===== src/rtl/seq_detect_ctrl.sv =====
`default_nettype none
// ============================================================================
// Module   : seq_detect_ctrl
// Purpose  : Programmable serial sequence-detector controller. A pattern
//            configuration is accepted over a valid/ready handshake. start
//            arms the detector, which then matches the din bit stream, counts
//            hits and finishes on a target count, a timeout or an abort.
// Revision : 1.0 - initial release
// ----------------------------------------------------------------------------
// Ports:
//   clk           rising-edge clock
//   rst           asynchronous active-low reset
//   cfg_valid     configuration offered
//   cfg_ready     configuration accepted (IDLE / CONFIGURED only)
//   cfg_pattern   pattern, bit[len-1] is received first, bit0 last
//   cfg_len       pattern length (0 -> 1, >MAX_LEN -> MAX_LEN)
//   cfg_overlap   1 = overlapping matches allowed
//   cfg_target    hits to collect, 0 = unlimited
//   cfg_timeout   max ARMED cycles without a hit, 0 = disabled
//   start         arm request (honoured in CONFIGURED)
//   abort         cancel an armed run
//   din           serial data bit
//   din_valid     din qualifier
//   detected      one-cycle match pulse (one cycle after the sampling edge)
//   match_count   hits in the current run, saturating
//   busy          high while ARMED
//   done          one-cycle pulse when the target count is reached
//   timeout_flag  sticky timeout indication, cleared by the next start
// ============================================================================
module seq_detect_ctrl #(
  parameter int MAX_LEN = 8,
  parameter int CNT_W   = 8,
  parameter int TO_W    = 16
) (
  input  logic               clk,
  input  logic               rst,
  input  logic               cfg_valid,
  output logic               cfg_ready,
  input  logic [MAX_LEN-1:0] cfg_pattern,
  input  logic [3:0]         cfg_len,
  input  logic               cfg_overlap,
  input  logic [CNT_W-1:0]   cfg_target,
  input  logic [TO_W-1:0]    cfg_timeout,
  input  logic               start,
  input  logic               abort,
  input  logic               din,
  input  logic               din_valid,
  output logic               detected,
  output logic [CNT_W-1:0]   match_count,
  output logic               busy,
  output logic               done,
  output logic               timeout_flag
);

  // --------------------------------------------------------------------------
  // State encoding
  // --------------------------------------------------------------------------
  localparam logic [2:0] c_st_idle  = 3'd0;
  localparam logic [2:0] c_st_cfg   = 3'd1;
  localparam logic [2:0] c_st_armed = 3'd2;
  localparam logic [2:0] c_st_done  = 3'd3;
  localparam logic [2:0] c_st_tmo   = 3'd4;

  localparam logic [3:0] c_len_max = 4'(MAX_LEN);

  // --------------------------------------------------------------------------
  // Registers
  // --------------------------------------------------------------------------
  logic [2:0]         r_state;
  logic [2:0]         w_state_n;

  logic [MAX_LEN-1:0] r_pattern;
  logic [3:0]         r_len;
  logic               r_overlap;
  logic [CNT_W-1:0]   r_target;
  logic [TO_W-1:0]    r_timeout;

  logic [MAX_LEN-1:0] r_hist;
  logic [3:0]         r_fill;
  logic [TO_W-1:0]    r_tcnt;
  logic [CNT_W-1:0]   r_count;
  logic               r_detected;
  logic               r_tflag;

  // --------------------------------------------------------------------------
  // Combinational datapath
  // --------------------------------------------------------------------------
  logic               w_cfg_fire;
  logic               w_arm;
  logic               w_armed;
  logic               w_sample;
  logic [MAX_LEN-1:0] w_hist_n;
  logic [3:0]         w_fill_n;
  logic [MAX_LEN-1:0] w_mask;
  logic               w_hit;
  logic [CNT_W-1:0]   w_count_n;
  logic [TO_W-1:0]    w_tcnt_n;
  logic               w_target_hit;
  logic               w_tmo_hit;
  logic [3:0]         w_len_clamped;

  assign w_cfg_fire = cfg_valid & cfg_ready;
  assign w_arm      = (r_state == c_st_cfg) & start;
  assign w_armed    = (r_state == c_st_armed);
  // Abort wins over any bit sampled on the same edge, so it blocks sampling.
  assign w_sample   = w_armed & din_valid & ~abort;

  // Shift history: newest bit enters at bit0.
  generate
    if (MAX_LEN > 1) begin : g_hist_wide
      assign w_hist_n = {r_hist[MAX_LEN-2:0], din};
    end else begin : g_hist_narrow
      assign w_hist_n = din;
    end
  endgenerate

  // fill counts valid history bits, saturating at MAX_LEN.
  assign w_fill_n = (r_fill >= c_len_max) ? c_len_max : r_fill + 4'd1;

  // Mask selecting the low r_len bits of the history and pattern.
  always_comb begin
    w_mask = '0;
    for (int i = 0; i < MAX_LEN; i++) begin
      w_mask[i] = (4'(i) < r_len);
    end
  end

  assign w_hit = w_sample && (w_fill_n >= r_len)
              && (((w_hist_n ^ r_pattern) & w_mask) == '0);

  assign w_count_n    = (&r_count) ? r_count : r_count + 1'b1;
  assign w_tcnt_n     = (&r_tcnt)  ? r_tcnt  : r_tcnt + 1'b1;
  assign w_target_hit = w_hit && (r_target != '0) && (w_count_n == r_target);
  // A hit on the expiry edge restarts the idle count instead of timing out.
  assign w_tmo_hit    = w_armed && !abort && !w_hit && (r_timeout != '0)
                     && (w_tcnt_n == r_timeout);

  assign w_len_clamped = (cfg_len == 4'd0)      ? 4'd1      :
                         (cfg_len > c_len_max)  ? c_len_max : cfg_len;

  // --------------------------------------------------------------------------
  // FSM: state register
  // --------------------------------------------------------------------------
  always_ff @(posedge clk or negedge rst) begin
    if (!rst) begin
      r_state <= c_st_idle;
    end else begin
      r_state <= w_state_n;
    end
  end

  // --------------------------------------------------------------------------
  // FSM: next-state logic
  // --------------------------------------------------------------------------
  always_comb begin
    w_state_n = r_state;
    case (r_state)
      c_st_idle: begin
        if (w_cfg_fire) w_state_n = c_st_cfg;
      end
      c_st_cfg: begin
        if (start) w_state_n = c_st_armed;
      end
      c_st_armed: begin
        if (abort)             w_state_n = c_st_cfg;
        else if (w_target_hit) w_state_n = c_st_done;
        else if (w_tmo_hit)    w_state_n = c_st_tmo;
      end
      c_st_done: w_state_n = c_st_cfg;
      c_st_tmo:  w_state_n = c_st_cfg;
      default:   w_state_n = c_st_idle;
    endcase
  end

  // --------------------------------------------------------------------------
  // FSM: outputs
  // --------------------------------------------------------------------------
  always_comb begin
    cfg_ready    = (r_state == c_st_idle) || (r_state == c_st_cfg);
    busy         = (r_state == c_st_armed);
    done         = (r_state == c_st_done);
    detected     = r_detected;
    match_count  = r_count;
    timeout_flag = r_tflag;
  end

  // --------------------------------------------------------------------------
  // Configuration registers
  // --------------------------------------------------------------------------
  always_ff @(posedge clk or negedge rst) begin
    if (!rst) begin
      r_pattern <= '0;
      r_len     <= 4'd0;
      r_overlap <= 1'b0;
      r_target  <= '0;
      r_timeout <= '0;
    end else if (w_cfg_fire) begin
      r_pattern <= cfg_pattern;
      r_len     <= w_len_clamped;
      r_overlap <= cfg_overlap;
      r_target  <= cfg_target;
      r_timeout <= cfg_timeout;
    end
  end

  // --------------------------------------------------------------------------
  // Matching datapath
  // --------------------------------------------------------------------------
  always_ff @(posedge clk or negedge rst) begin
    if (!rst) begin
      r_hist     <= '0;
      r_fill     <= 4'd0;
      r_tcnt     <= '0;
      r_count    <= '0;
      r_detected <= 1'b0;
      r_tflag    <= 1'b0;
    end else begin
      r_detected <= w_hit;

      if (w_arm) begin
        r_hist  <= '0;
        r_fill  <= 4'd0;
        r_tcnt  <= '0;
        r_count <= '0;
        r_tflag <= 1'b0;
      end

      if (w_armed) begin
        r_tcnt <= w_hit ? '0 : w_tcnt_n;
      end

      if (w_sample) begin
        r_hist <= w_hist_n;
        // Without overlap a hit consumes its bits: the next match needs a
        // full fresh pattern.
        r_fill <= (w_hit && !r_overlap) ? 4'd0 : w_fill_n;
      end

      if (w_hit) begin
        r_count <= w_count_n;
      end

      if (w_tmo_hit) begin
        r_tflag <= 1'b1;
      end
    end
  end

endmodule
`default_nettype wire

===== config.mk =====
export PLATFORM = sky130hd
export DESIGN_NAME = seq_detect_ctrl
export DESIGN_NICKNAME = d
export VERILOG_FILES = /design/src/rtl/seq_detect_ctrl.sv
export SDC_FILE = /design/constraint.sdc
export NUM_CORES = 1
export LEC_CHECK = 0
export BUFFER_PORTS_ARGS = -buffer_cell sky130_fd_sc_hd__buf_2
export CAP_MARGIN = 30
export CELL_PAD_IN_SITES_DETAIL_PLACEMENT = 1
export CELL_PAD_IN_SITES_GLOBAL_PLACEMENT = 1
export CORE_AREA = 2 2 104 106
export CTS_CLUSTER_SIZE = 12
export DETAILED_ROUTE_END_ITERATION = 6
export DIE_AREA = 0 0 106 108
export PLACE_DENSITY_LB_ADDON = 0.1
export SYNTH_ARGS = -nofsm -noshare
export SYNTH_HDL_FRONTEND = slang
export SYNTH_SLANG_ARGS = --single-unit

===== constraint.sdc =====
create_clock -name clk -period 3.9 [get_ports clk]
set_input_delay 0.195 -clock clk [delete_from_list [all_inputs] [get_ports clk]]
set_output_delay 0.195 -clock clk [all_outputs]
set_load 0.03 [all_outputs]

**After elaboration in Yosys (flattened, before gate mapping)**

Cells that the tools add are included.

- Register bits after elaboration: 77
- Output and inout port bits: 13
- Logic and storage cells: 90

- $add $sub $neg: 3
- Order comparisons: 11
- Equal/unequal tests: 9
- Mux-type cells: 22
- Bitwise logic cells: 7
- Reductions and logical operators: 26

Operator list:

| operator | number |
|---|---|
| 16-bit two-way mux | 4 |
| 4-bit two-way mux | 6 |
| 8-bit two-way mux | 3 |
| 16-bit by 1-bit adder with 16-bit output, second input constant | 1 |
| 16-bit == test | 1 |
| 3-bit by 4-bit < comparator with 1-bit output, first input constant | 4 |
| 16-bit AND reduction | 1 |
| 16-bit nonzero test | 1 |
| 3-bit two-way mux | 5 |
| 3-bit one-hot mux with 4 select lines | 1 |
| 1-bit logical AND | 9 |
| 8-bit by 1-bit adder with 8-bit output, second input constant | 1 |
| 8-bit AND | 1 |
| 8-bit == test | 1 |
| 8-bit zero test | 1 |
| 1-bit by 4-bit < comparator with 1-bit output, first input constant | 2 |
| 2-bit by 4-bit < comparator with 1-bit output, first input constant | 2 |
| 8-bit AND reduction | 1 |
| 2-bit nonzero test | 4 |
| 8-bit nonzero test | 1 |
| 8-bit XOR | 1 |
| 7-bit two-way mux | 1 |
| 3-bit by 2-bit == test with 1-bit output, second input constant | 2 |
| 4-bit by 1-bit adder with 4-bit output, second input constant | 1 |
| other kinds (16) | 23 |

**Longest topological paths before layout**

Gate-level depths: netlist of the first run.

- Word-level depth: 13
- Gate-level depth with buffers: 13

**Worst setup path after synthesis of the first run**

No wires, ideal clock.

- Path kind: register -> register
- Start point: register r_fill[0]
- End point: register r_state[1]
- Data arrival time: 2.688 ns
- Path slack: 1.132 ns
- Cell stages (with the launch flop): 12
- Buffers on the path: 0
- Clock period less this slack: 2.768 ns
- Cell sequence: dfrtp_1 ha_1 xnor2_1 nor2_1 ha_1 o21a_1 a21oi_1 nor4_4 inv_2 or4_1 or4_1 o211ai_2

- Word-level cells in the longest chain between the ends: 11
- Elaborated cells on any way between the ends: 17

Ends and longest elaborated chain:

| element | RTL line | source |
|---|---|---|
| start: declaration | 79 | `logic [3:0] r_fill;` |
| start signal: assignment | 236 | `r_fill <= (w_hit && !r_overlap) ? 4'd0 : w_fill_n;` |
| 4-bit by 1-bit adder with 4-bit output or 4-bit greater-or-equal comparator (tied branches) | 118 | `assign w_fill_n = (r_fill >= c_len_max) ? c_len_max : r_fill + 4'd1;` |
| 4-bit two-way mux (*) | 118 |  |
| 4-bit greater-or-equal comparator (*) | 128 | `assign w_hit = w_sample && (w_fill_n >= r_len)` |
| 1-bit logical AND (*) | 128 |  |
| 1-bit logical AND (*) | 129 | `&& (((w_hist_n ^ r_pattern) & w_mask) == '0);` |
| 1-bit zero test | 135 | `assign w_tmo_hit = w_armed && !abort && !w_hit && (r_timeout != '0)` |
| 1-bit logical AND (2 in a row) | 135 |  |
| 1-bit logical AND | 136 | `&& (w_tcnt_n == r_timeout);` |
| 4-bit by 2-bit != test with 1-bit output (no line) | -- |  |
| 3-bit AND reduction (no line) | -- |  |
| end signal: assignment | 146 | `r_state <= c_st_idle;` |
| end signal: assignment | 148 | `r_state <= w_state_n;` |
| end: declaration | 69 | `logic [2:0] r_state;` |

Mark *: on every way between the ends. The rest lies on a longest branch, timed or not.
A chain may end at the register's enable or synchronous reset.

**Worst setup path in the final report of the first run**

- Start point: register r_state[2]
- End point: register r_state[1]

- Word-level cells in the longest chain between the ends: 11
- Elaborated cells on any way between the ends: 26

Ends and longest elaborated chain:

| element | RTL line | source |
|---|---|---|
| 3-bit by 2-bit == test with 1-bit output | 104, 157 |  |
| 1-bit AND (2 in a row) | 106 | `assign w_sample = w_armed & din_valid & ~abort;` |
| 1-bit logical AND | 128 |  |
| 1-bit logical AND | 129 |  |
| 1-bit zero test | 135 |  |
| 1-bit logical AND (2 in a row) | 135 |  |
| 1-bit logical AND | 136 |  |
| 4-bit by 2-bit != test with 1-bit output (no line) | -- |  |
| 3-bit AND reduction (no line) | -- |  |

Several ways; a longest one is shown, not always the timed one.

==> impl_metrics.toml, run 1 <==
[outcome]
run_status = "complete, no violations"

[floorplanning]
dieArea_um2 = 11400
floorplan.die.width_um = 106
core_area_um2 = 10200
initial_core_util_pct = 43.8
pin_count = 57
chipHeight_um = 108
num_rows = 37

[timing]
finalHoldViolations = 0
timing.clock.skew_ns = 0.0103
finalSetupViolations = 0
unrepaired_setup_endpoints_after_global_routing = "false"
max_freq_mhz = 318
max_slew.worst_pin.slew_ns = 0.896
timing.max_slew.rel_slack_pct = 40.0
setup_ws_ns = 0.758
drv_slew = 0
layout_min_cycle_time_ns = 3.14
min_period_over_period_pct = 80.6
fin_tns_setup_ns = 0

[global_route]
grt.total_usage_pct = 24.5
pin_count_of_the_biggest_net_entering_global_routing = 61
number_of_antenna_violations_at_the_first_check_in_global_routing = 0
grt_first_pass_wirelength_um = 22100
globalRouteOverflowTotal = 0
number_of_global_route_vias_before_repair = 4449

[synth]
edff_count_synth = 0
mappedNetlistArea_um2 = 4490
ys_seq_area_share_pct = 43.0
post_synthesis_cells = 543
postSynth.topFlopCell = "dfrtp_1"
postSynthAreaPerCell_um2 = 8.26
ys_async_sr_fraction_pct = 100
yosysWarnings = 0
synthesis.nets = 595
post_synth_num_cell_types = 55
postSynthRegisterBits = 77

[cells_and_area]
layout-drive-gt1-share_pct = 14.5
final_cell_mix = "nand2_1, dfrtp_1, buf_2, o21ai_0, nor2_1"
post_synthesis_to_final_layout_area_growth_pct = 14.5
fin_cells = 734
antennaDiodeCount = 0
fillerInstances = 1256
mostFrequentLayoutCell = "nand2_1"
final_net_count = 646

[route]
route.detailed.drc = 0
highest_layer = "met4"
route.antenna.remaining_nets = 0
first_iter_violations = 131
total_routed_wire_length_on_the_met1_layer_um = 5670
wl_met2_um = 6740
drt-pass1-iter-count = 4
met3WireLength_um = 444
avgRoutedWirePerCell_um = 18.1
wirelength_um = 13300
vias = 4168
avg_vias_per_cell = 5.68

[power_and_ir_drop]
p_per_area_nw_per_um2 = 539
power.sequential.fraction_pct = 43.0
internal_power_mw = 1.69
p_comb_share_pct = 32.8
share_clk_of_total_power_pct = 24.2
p_sw_mw = 1.08
leakage_component_of_the_power_nw = 2.39
ir_drop_v = 0.000240
p_sw_share_pct = 39.1

[setup_path]
cp_cell_sequence = "nor4b_4 > and2_1 > buf_4 > o2111ai_1 > nor4_4 > buf_4 > inv_2 > or4_1 > or4_1 > o211ai_2"
startpoint_type = "flop"
reg2reg_setup_slack_ns = 0.76
setup.worst_path.class = "reg2reg"
critPathArrivalTime_ns = 3.41
cp_max_delay_cell = "or4_1"
maximum_fanout_along_the_worst_path = 17
endpoint_kind = "flop"
timing.critical_path.required_ns = 4.17
critical_path.max_stage_delay_ns = 0.50

[cts]
clock_tree_from_tritoncts = "yes"
count_of_clock_tree_sinks = 77
cts_max_level = 3
clockRootBuffer = "clkbuf_8"
cts_setup_buffers = 0
clk_pin_slew_ns = 0.08
clk_path_buf_depth = 2
cts-buffers-inserted = 9
clk-insertion-delay-late_ns = 0.36

[placement]
place.detailed.instances = 718
io_buffers = 56
preCtsSetupSlack_ns = 0.784
hpwl_um = 9850
gpl.final_weighted_congestion = 0.896

[job]
timing.max_cap.violations = 0

[min_path]
hold_class = "in2reg"
[worst paths after layout]
check	from	to	cells past startpoint
min in group asynchronous	rst	r_tcnt[6]$_DFFE_PN0P_	2
min reg2reg	r_pattern[2]$_DFFE_PN0P_	r_pattern[2]$_DFFE_PN0P_	2
max in group asynchronous	rst	r_len[3]$_DFFE_PN0P_	3
max	r_state[2]$_DFFE_PN0P_	r_state[1]$_DFFE_PN0P_	10
max reg2reg	r_state[2]$_DFFE_PN0P_	r_state[1]$_DFFE_PN0P_	10
min	cfg_pattern[6]	r_pattern[6]$_DFFE_PN0P_	3
[power by group through the flow]
stage	clock network [mW]	logic (mW)	registers (mW)
after floorplan	0	0.656	1.12
after global placement	0	0.869	1.19
after detailed placement	0	0.910	1.20
after CTS	0.687	0.915	1.19
after global routing	0.724	1.02	1.22
final	0.671	0.909	1.19
[synth_stat cells (10+ instances only)]
cell type | count | share of area [%]
nor3_1 | 10 | 1.1
inv_1 | 15 | 1.3
dfrtp_1 | 77 | 43
xor2_1 | 13 | 2.5
nand2_1 | 144 | 12
o21ai_0 | 43 | 4.8
nand3_1 | 19 | 2.1
clkbuf_1 | 19 | 1.6
nor2_1 | 34 | 2.8
nor4_1 | 11 | 1.5
a21oi_1 | 22 | 2.5
xnor2_1 | 15 | 2.9
[critical path: cells and delay by family, from the launching register on]
family,cells,cell delay (ns)
DFF,1,0.47
buffers and inverters,3,0.50
AOI/OAI and AO/OA,2,0.30
and+or+nand+nor,5,1.78
[state kept, by name (all words and copies together) (netlist names)]
register and count:
r_tcnt 16, r_timeout 16, match_count 8, r_pattern 8
r_target 8, r_hist 7, r_fill 4, r_len 4
r_state 3, detected 1, r_overlap 1, timeout_flag 1
[area by class of cell]
| class | count | area [um^2] | area share [%] |
|---|---|---|---|
| clock buffer | 10 | 138 | 2.68 |
| clock inverter | 5 | 75.1 | 1.46 |
| inverter | 16 | 60.1 | 1.17 |
| multi-input combinational | 426 | 2400 | 46.8 |
| sequential | 77 | 1930 | 37.5 |
| tap | 136 | 170 | 3.31 |
| timing repair buffer | 64 | 365 | 7.11 |
[cell families (layout without fill, tap and decap cells)]
| kind of cell | after synthesis | in the layout | synth area share, % |
|---|---|---|---|
| AOI/OAI and AO/OA | 108 | 108 | 14.9 |
| xor gates and xnor gates | 28 | 28 | 5.47 |
| adders and majority gates | 8 | 8 | 2.23 |
| buffers and inverters | 40 | 95 | 3.49 |
| DFF | 77 | 77 | 43.0 |
| muxes | 11 | 11 | 2.51 |
| and+or+nand+nor | 271 | 271 | 28.5 |
[stage by stage]
step	instance area [um^2]	utilization, %	power, mW	hold slack (ns)
floorplan	4490	-	1.77	-0.101
global placement	4890	47.8	2.06	0.384
detailed placement	4910	48.0	2.11	0.0945
CTS	5140	50.2	2.79	0.00903
global route	5140	50.2	2.96	0.0133
finish	5140	50.2	2.77	0.0234
[what timing repair did]
action,CTS,global route
resized for setup,0,0
hold buffers,1,0
endpoints found under the hold margin,17,0
[layer usage]
metal  global-route usage [%]  vias to the layer above
li1                         -                     1997
met1                     29.5                     2046
met2                     43.7                       91
met3                     4.40                       34
met4                     9.87                        0
met5                        0                        -
(Power assumes the default switching activity.)
==> run 2: changes to the inputs <==
--- a/config.mk
+++ b/config.mk
@@ -5,14 +5,15 @@
 export SDC_FILE = /design/constraint.sdc
 export NUM_CORES = 1
 export LEC_CHECK = 0
+export ABC_AREA = 1
 export BUFFER_PORTS_ARGS = -buffer_cell sky130_fd_sc_hd__buf_2
 export CAP_MARGIN = 30
 export CELL_PAD_IN_SITES_DETAIL_PLACEMENT = 1
 export CELL_PAD_IN_SITES_GLOBAL_PLACEMENT = 1
-export CORE_AREA = 2 2 104 106
+export CORE_AREA = 2 2 108 110
 export CTS_CLUSTER_SIZE = 12
 export DETAILED_ROUTE_END_ITERATION = 6
-export DIE_AREA = 0 0 106 108
+export DIE_AREA = 0 0 110 112
 export PLACE_DENSITY_LB_ADDON = 0.1
 export SYNTH_ARGS = -nofsm -noshare
 export SYNTH_HDL_FRONTEND = slang
==> constraint.sdc (replaced) <==
create_clock -name clk -period 3.2 [get_ports clk]
set_input_delay 0.16 -clock clk [delete_from_list [all_inputs] [get_ports clk]]
set_output_delay 0.16 -clock clk [all_outputs]
set_load 0.03 [all_outputs]
==> run 2 against run 1 <==
Net effect:
- setup slack worse by 0.13 ns
- power is 32% higher
- utilization is 1.9 points lower
- routed wire length is 4.0% higher
- cell area is 5.2% higher
- clock skew is 0.0022 ns lower
- synthesized cell count is 21% higher
- hold slack worse by 0.014 ns
- clock-buffer cell count is 2 higher
- register-to-register slack worse by 0.13 ns
- largest cell class unchanged
- highest routed layer unchanged
==> impl_metrics.toml, run 2 <==
[setup_path]
timing.critical_path.required_ns = 3.43
endpoint_kind = "flop"
reg2reg_setup_slack_ns = 0.63
startpoint_of_the_worst_register_to_register_path = "r_fill[1]$_DFFE_PN0P_"
startpoint_type = "flop"
cp_max_delay_cell = "dfrtp_1"
critPathArrivalTime_ns = 2.80
critical_path.max_stage_delay_ns = 0.40
setup.worst_path.class = "reg2reg"
critPathLaunch = "r_fill[1]$_DFFE_PN0P_"
rr_endpoint = "r_state[1]$_DFFE_PN0P_"
r2r.worst_path.cells = 18
critical_path.endpoint = "r_state[1]$_DFFE_PN0P_"
cp_cell_sequence = "inv_1 > ha_1 > nand2_1 > inv_1 > ha_1 > nand2_1 > nand2_1 > nand2_1 > nand3_1 > nand2_1 > clkinv_1 > nand3_2 > nand3_1 > or2_0 > nor2_1 > nand3_1 > nand2_1 > o21ai_1"
maximum_fanout_along_the_worst_path = 10
cpMostUsedCell = "nand2_1"

[cts]
post_cts_resize_count = 0
clk-insertion-delay-late_ns = 0.35
clockRootBuffer = "clkbuf_16"
count_of_clock_tree_sinks = 77
cts-buffers-inserted = 9
clk_pin_slew_ns = 0.06
clk_path_buf_depth = 2
cts_max_level = 3
clock_tree_from_tritoncts = "yes"

[floorplanning]
num_rows = 39
core_area_um2 = 11200
dieArea_um2 = 12300
chipHeight_um = 112
initial_core_util_pct = 41.4
floorplan.die.width_um = 110
pin_count = 57

[synth]
ys_async_sr_fraction_pct = 100
netlist.area_leader.share_pct = 41.6
post_synth_num_cell_types = 34
postSynth.topFlopCell = "dfrtp_1"
synth_most_common_cell = "nand2_1"
postSynthRegisterBits = 77
yosysWarnings = 0
postSynthAreaPerCell_um2 = 7.04
mappedNetlistArea_um2 = 4630
edff_count_synth = 0
ys_seq_area_share_pct = 41.6
post_synthesis_cells = 658
synth.area.top_cells = "dfrtp_1, nand2_1, inv_1, nand3_1, o21ai_0"
synthTopCellsByCount = "nand2_1, inv_1, dfrtp_1"
synth.largest_area_cell = "dfrtp_1"
synthesis.nets = 710

[timing]
layout_min_cycle_time_ns = 2.57
timing.clock.skew_ns = 0.00807
max_slew.worst_pin.slew_ns = 0.536
fin_tns_setup_ns = 0
max_freq_mhz = 389
drv_slew = 0
timing.max_slew.rel_slack_pct = 64.3
unrepaired_setup_endpoints_after_global_routing = "false"
min_period_over_period_pct = 80.3
finalSetupViolations = 0
setup_ws_ns = 0.632
finalHoldViolations = 0

[placement]
io_buffers = 56
hpwl_um = 10600
gpl.final_weighted_congestion = 0.857
place.detailed.instances = 851
preCtsSetupSlack_ns = 0.646

[route]
avg_vias_per_cell = 5.16
drt-pass1-iter-count = 4
route.antenna.remaining_nets = 0
avgRoutedWirePerCell_um = 15.9
route.detailed.drc = 0
first_iter_violations = 153
wirelength_um = 13800
vias = 4478

[global_route]
grt.total_usage_pct = 24.7
pin_count_of_the_biggest_net_entering_global_routing = 62
globalRouteOverflowTotal = 0
number_of_global_route_vias_before_repair = 4775
grt_first_pass_wirelength_um = 23500
number_of_antenna_violations_at_the_first_check_in_global_routing = 0

[cells_and_area]
fin_cells = 868
mostFrequentLayoutCell = "nand2_1"
layout_top_registers = "r_tcnt x16, r_timeout x16"
layout-drive-gt1-share_pct = 13.9
post_synthesis_to_final_layout_area_growth_pct = 16.7
post-route-util_pct = 48.4
final_cell_mix = "nand2_1, inv_1, dfrtp_1, nor2_1, buf_2"
antennaDiodeCount = 0
final_net_count = 772

[power_and_ir_drop]
share_clk_of_total_power_pct = 28.3
ir_drop_v = 0.000303
internal_power_mw = 2.23
p_per_area_nw_per_um2 = 677
p_comb_share_pct = 34.8
p_sw_share_pct = 39.1
p_sw_mw = 1.43
power.sequential.fraction_pct = 37.0
finalPower_mw = 3.66
leakage_component_of_the_power_nw = 2.82

[job]
timing.max_cap.violations = 0

[outcome]
run_status = "complete, no violations"

[min_path]
hold_class = "in2reg"
[run 2: cell types whose count changed after synthesis, sizes merged, moves of 18 or more]
| cell | delta |
|---|---|
| inv | +76 |
| nand2 | +81 |
| nand3 | +37 |
| nor2 | +30 |
| o22ai | +18 |
[run 2: cell families after synthesis]
family                     count (synthesis)  share of synthesized area (%)
buffers and inverters                    106                           8.97
and+or+nand+nor                          365                           34.2
xor gates and xnor gates                  14                           2.65
DFF                                       77                           41.6
adders and majority gates                  8                           2.16
AOI/OAI and AO/OA                         88                           10.4
[run 2: worst min-delay path by stage]
stage / depth (start not counted) / endpoint / slack, ns / start
detailed placement: 1 / match_count[7]$_DFFE_PN0P_ / 0.14 / rst
global placement: 3 / r_pattern[3]$_DFFE_PN0P_ / 0.36 / cfg_pattern[3]
global route: 3 / r_pattern[1]$_DFFE_PN0P_ / 0.02 / cfg_pattern[1]
floorplan: 0 / detected$_DFF_PN0_ / -0.14 / rst
finish: 3 / r_overlap$_DFFE_PN0P_ / 0.01 / cfg_overlap
CTS: 3 / r_overlap$_DFFE_PN0P_ / 0.007 / cfg_overlap
[run 2: per-layer routing]
metal  GRT usage, %  up-vias  part of all wire (%)  routed length, um
met5              0        -                     0                  0
met4           10.6        0                   2.6                352
met3           3.86       23                   2.4                336
met2           42.7       62                    52               7160
met1           30.0     2172                    43               5950
li1               -     2221                     -                  -
[run 2: through the flow]
| step | hold slack (ns) | instance area (um^2) |
|---|---|---|
| 6_report | 0.00977 | 5400 |
| 3_5_place_dp | 0.143 | 5100 |
| 4_1_cts | 0.00723 | 5400 |
| 2_1_floorplan | -0.136 | 4630 |
| 5_1_grt | 0.0246 | 5400 |
| 3_3_place_gp | 0.362 | 5070 |
[run 2: what timing repair did]
item / in CTS / in global routing
hold endpoints to repair: 28 / 0
setup buffers: 0 / 0
hold buffers: 1 / 0
[run 2: area by class of cell]
type | instances | area (um^2)
repair buffers | 62 | 350
clock buffers | 12 | 246
fillers | 1472 | 5770
multi-input cells | 475 | 2290
clock inverters | 4 | 47.5
flip-flops and latches | 77 | 1930
well taps | 143 | 179
inverters | 95 | 359
[run 2: power groups by stage]
stage / clock, mW / sequential [mW] / combinational, mW
final: 1.03 / 1.35 / 1.27
after global routing: 1.09 / 1.38 / 1.48
after CTS: 1.06 / 1.35 / 1.29
after detailed placement: 0 / 1.37 / 1.28
after global placement: 0 / 1.36 / 1.23
after floorplan: 0 / 1.32 / 0.884
[run 2: worst max-delay path, delay by kind of cell, from the launching register on]
family,cells,cell delay [ns]
simple gates,12,1.23
fa+ha+maj,2,0.54
flops,1,0.40
buf+inv,3,0.22
compound gates,1,0.06
==> run 3: changes to the inputs <==
==> constraint.sdc (replaced) <==
create_clock -name clk -period 2.5 [get_ports clk]
set_input_delay 0.125 -clock clk [delete_from_list [all_inputs] [get_ports clk]]
set_output_delay 0.125 -clock clk [all_outputs]
set_load 0.03 [all_outputs]
==> run 3 against run 2 <==
Net effect:
- hold slack got worse by 0.0090 ns
- setup slack lost 0.46 ns
- global-route usage up 0.76 points
- via count is 0.45% higher
- sequential share of layout area is 1.5 points lower
- power up 35%
- flip-flop and latch count unchanged
- largest power group is now combinational logic
- cell area up 4.5%
- utilization increased by 2.2 points
- combinational power grew 39%
- highest routed layer unchanged
- critical endpoint unchanged
==> impl_metrics.toml, run 3 (synthesis results as in run 2) <==
[cells_and_area]
mostFrequentLayoutCell = "nand2_1"
antennaDiodeCount = 0
fin_cells = 883
final_net_count = 787
register_area_um2 = 1930
multi_input_comb_area_um2 = 2370
layout-drive-gt1-share_pct = 16.2
final_cell_mix = "nand2_1, inv_1, dfrtp_1, buf_2, nand3_1"
layout_top_registers = "r_tcnt x16, r_timeout x16"
post_synthesis_to_final_layout_area_growth_pct = 21.9
fillerInstances = 1455
post-route-cell-area_um2 = 5650

[min_path]
whs_path_depth = 3
worst_hold_startpoint = "cfg_timeout[0]"
min_delay_worst_endpoint = "r_timeout[0]$_DFFE_PN0P_"
hold_class = "in2reg"

[route]
avgRoutedWirePerCell_um = 16.5
wirelength_um = 14600
first_iter_violations = 172
vias = 4498
route.antenna.remaining_nets = 0
route.detailed.drc = 0
avg_vias_per_cell = 5.09
drt-pass1-iter-count = 4

[timing]
finalHoldViolations = 0
max_slew.worst_pin.slew_ns = 0.394
layout_min_cycle_time_ns = 2.33
finalSetupViolations = 0
timing.max_slew.rel_slack_pct = 73.7
finalHoldWorstSlack_ns = 0.000774
min_period_over_period_pct = 93.1
max_freq_mhz = 429
timing.clock.skew_ns = 0.00886
drv_slew = 0
setup_ws_ns = 0.172

[global_route]
globalRouteOverflowTotal = 0
pin_count_of_the_biggest_net_entering_global_routing = 51
grt_first_pass_wirelength_um = 24100
number_of_global_route_vias_before_repair = 4866
number_of_antenna_violations_at_the_first_check_in_global_routing = 0
grt.total_usage_pct = 25.5

[floorplanning]
pin_count = 57
num_rows = 39
dieArea_um2 = 12300
floorplan.die.width_um = 110
initial_core_util_pct = 41.4
core_area_um2 = 11200
chipHeight_um = 112

[cts]
count_of_clock_tree_sinks = 77
clk_path_buf_depth = 2
cts_max_level = 3
clk-insertion-delay-late_ns = 0.34
cts-buffers-inserted = 9
clockRootBuffer = "clkbuf_16"
clock_tree_from_tritoncts = "yes"
clk_pin_slew_ns = 0.07

[power_and_ir_drop]
p_per_area_nw_per_um2 = 872
share_clk_of_total_power_pct = 28.6
power.sequential.fraction_pct = 35.4
leakage_component_of_the_power_nw = 2.91
finalPower_mw = 4.92
p_comb_share_pct = 36.0
ir_drop_v = 0.000405
internal_power_mw = 2.99
p_sw_share_pct = 39.3
p_sw_mw = 1.93

[placement]
place_area_um2 = 5120
hpwl_um = 10900
io_buffers = 56
place.detailed.instances = 854
gpl.final_weighted_congestion = 0.881
preCtsSetupSlack_ns = 0.0368

[setup_path]
startpoint_of_the_worst_register_to_register_path = "r_fill[0]$_DFFE_PN0P_"
setup.worst_path.class = "reg2reg"
critPathLaunch = "r_fill[0]$_DFFE_PN0P_"
timing.critical_path.required_ns = 2.72
reg2reg_setup_slack_ns = 0.17
rr_endpoint = "r_state[1]$_DFFE_PN0P_"
maximum_fanout_along_the_worst_path = 5
critPathArrivalTime_ns = 2.54
r2r.worst_path.cells = 18
startpoint_type = "flop"
endpoint_kind = "flop"

[job]
timing.max_cap.violations = 0

[outcome]
run_status = "complete, no violations"
[run 3: cell types whose count changed in the layout (fill, tap and decap cells not counted), moves of 2 or more]
| cell | before | now |
|---|---|---|
| nand2_1 | 215 | 213 |
| nor2_2 | 4 | 7 |
| ha_4 | 0 | 2 |
| dlygate4sd3_1 | 1 | 12 |
| inv_2 | 2 | 5 |
| buf_4 | 5 | 9 |
| nand2_4 | 2 | 4 |
| inv_1 | 89 | 86 |
| ha_1 | 8 | 5 |
| clkinvlp_4 | 1 | 3 |
| nor2_1 | 55 | 52 |
[run 3: power by group through the flow]
| stage | sequential, mW | clock [mW] | combinational [mW] |
|---|---|---|---|
| after floorplan | 1.69 | 0 | 1.13 |
| after global placement | 1.74 | 0 | 1.58 |
| after detailed placement | 1.75 | 0 | 1.65 |
| after CTS | 1.74 | 1.44 | 1.68 |
| after global routing | 1.78 | 1.48 | 2.01 |
| final | 1.74 | 1.41 | 1.77 |
[run 3: critical path: stages, from the launching register on]
cell     delay, ns
dfrtp_1       0.40
ha_1          0.24
nand2_1       0.08
nand2_1       0.06
nor2_2        0.11
ha_1          0.26
nand2_1       0.07
inv_1         0.05
nand2_1       0.05
nand3_1       0.06
nand2_1       0.07
inv_2         0.05
nand3_4       0.10
nand3_2       0.09
or2_1         0.21
nor2_1        0.10
nand3_1       0.10
nand2_1       0.07
o21ai_1       0.06
[run 3: per-stage QoR]
stage | TNS [ns] | util (%)
CTS | 0 | 49.7
global placement | 0 | 45.6
global route | -0.0374 | 50.5
floorplan | 0 | -
finish | 0 | 50.5
detailed placement | 0 | 45.8
[run 3: what timing repair did]
action | CTS | global route
hold endpoints to repair | 38 | 0
setup endpoints to repair | 0 | 15
resized for setup | 0 | 20
buffers inserted | 0 | 1
hold buffers | 12 | 0
[run 3: area by class of cell]
cell class / instances / share of cell area [%]
multi-input combinational: 475 / 42.0
sequential: 77 / 34.1
timing repair buffer: 77 / 8.69
inverter: 95 / 6.41
clock buffer: 10 / 4.06
tap: 143 / 3.17
clock inverter: 6 / 1.55
[run 3: metal layers]
layer  up-vias  part of all wire [%]  global-route usage [%]
met5         -                     0                       0
met4         0                   1.9                    6.58
met3        20                   1.7                    3.34
met2        46                    53                    46.8
met1      2173                    43                    30.7
li1       2259                     -                       -
[run 3: worst max-delay path by stage]
stage                        endpoint  slack (ns)  cells past startpoint
2_1_floorplan  r_state[1]$_DFFE_PN0P_        0.30                     18
5_1_grt        r_state[0]$_DFFE_PN0P_       -0.03                     19
3_5_place_dp   r_state[1]$_DFFE_PN0P_        0.04                     14
4_1_cts        r_state[1]$_DFFE_PN0P_        0.01                     14
6_report       r_state[1]$_DFFE_PN0P_        0.17                     18
3_3_place_gp   r_state[1]$_DFFE_PN0P_        0.23                     18
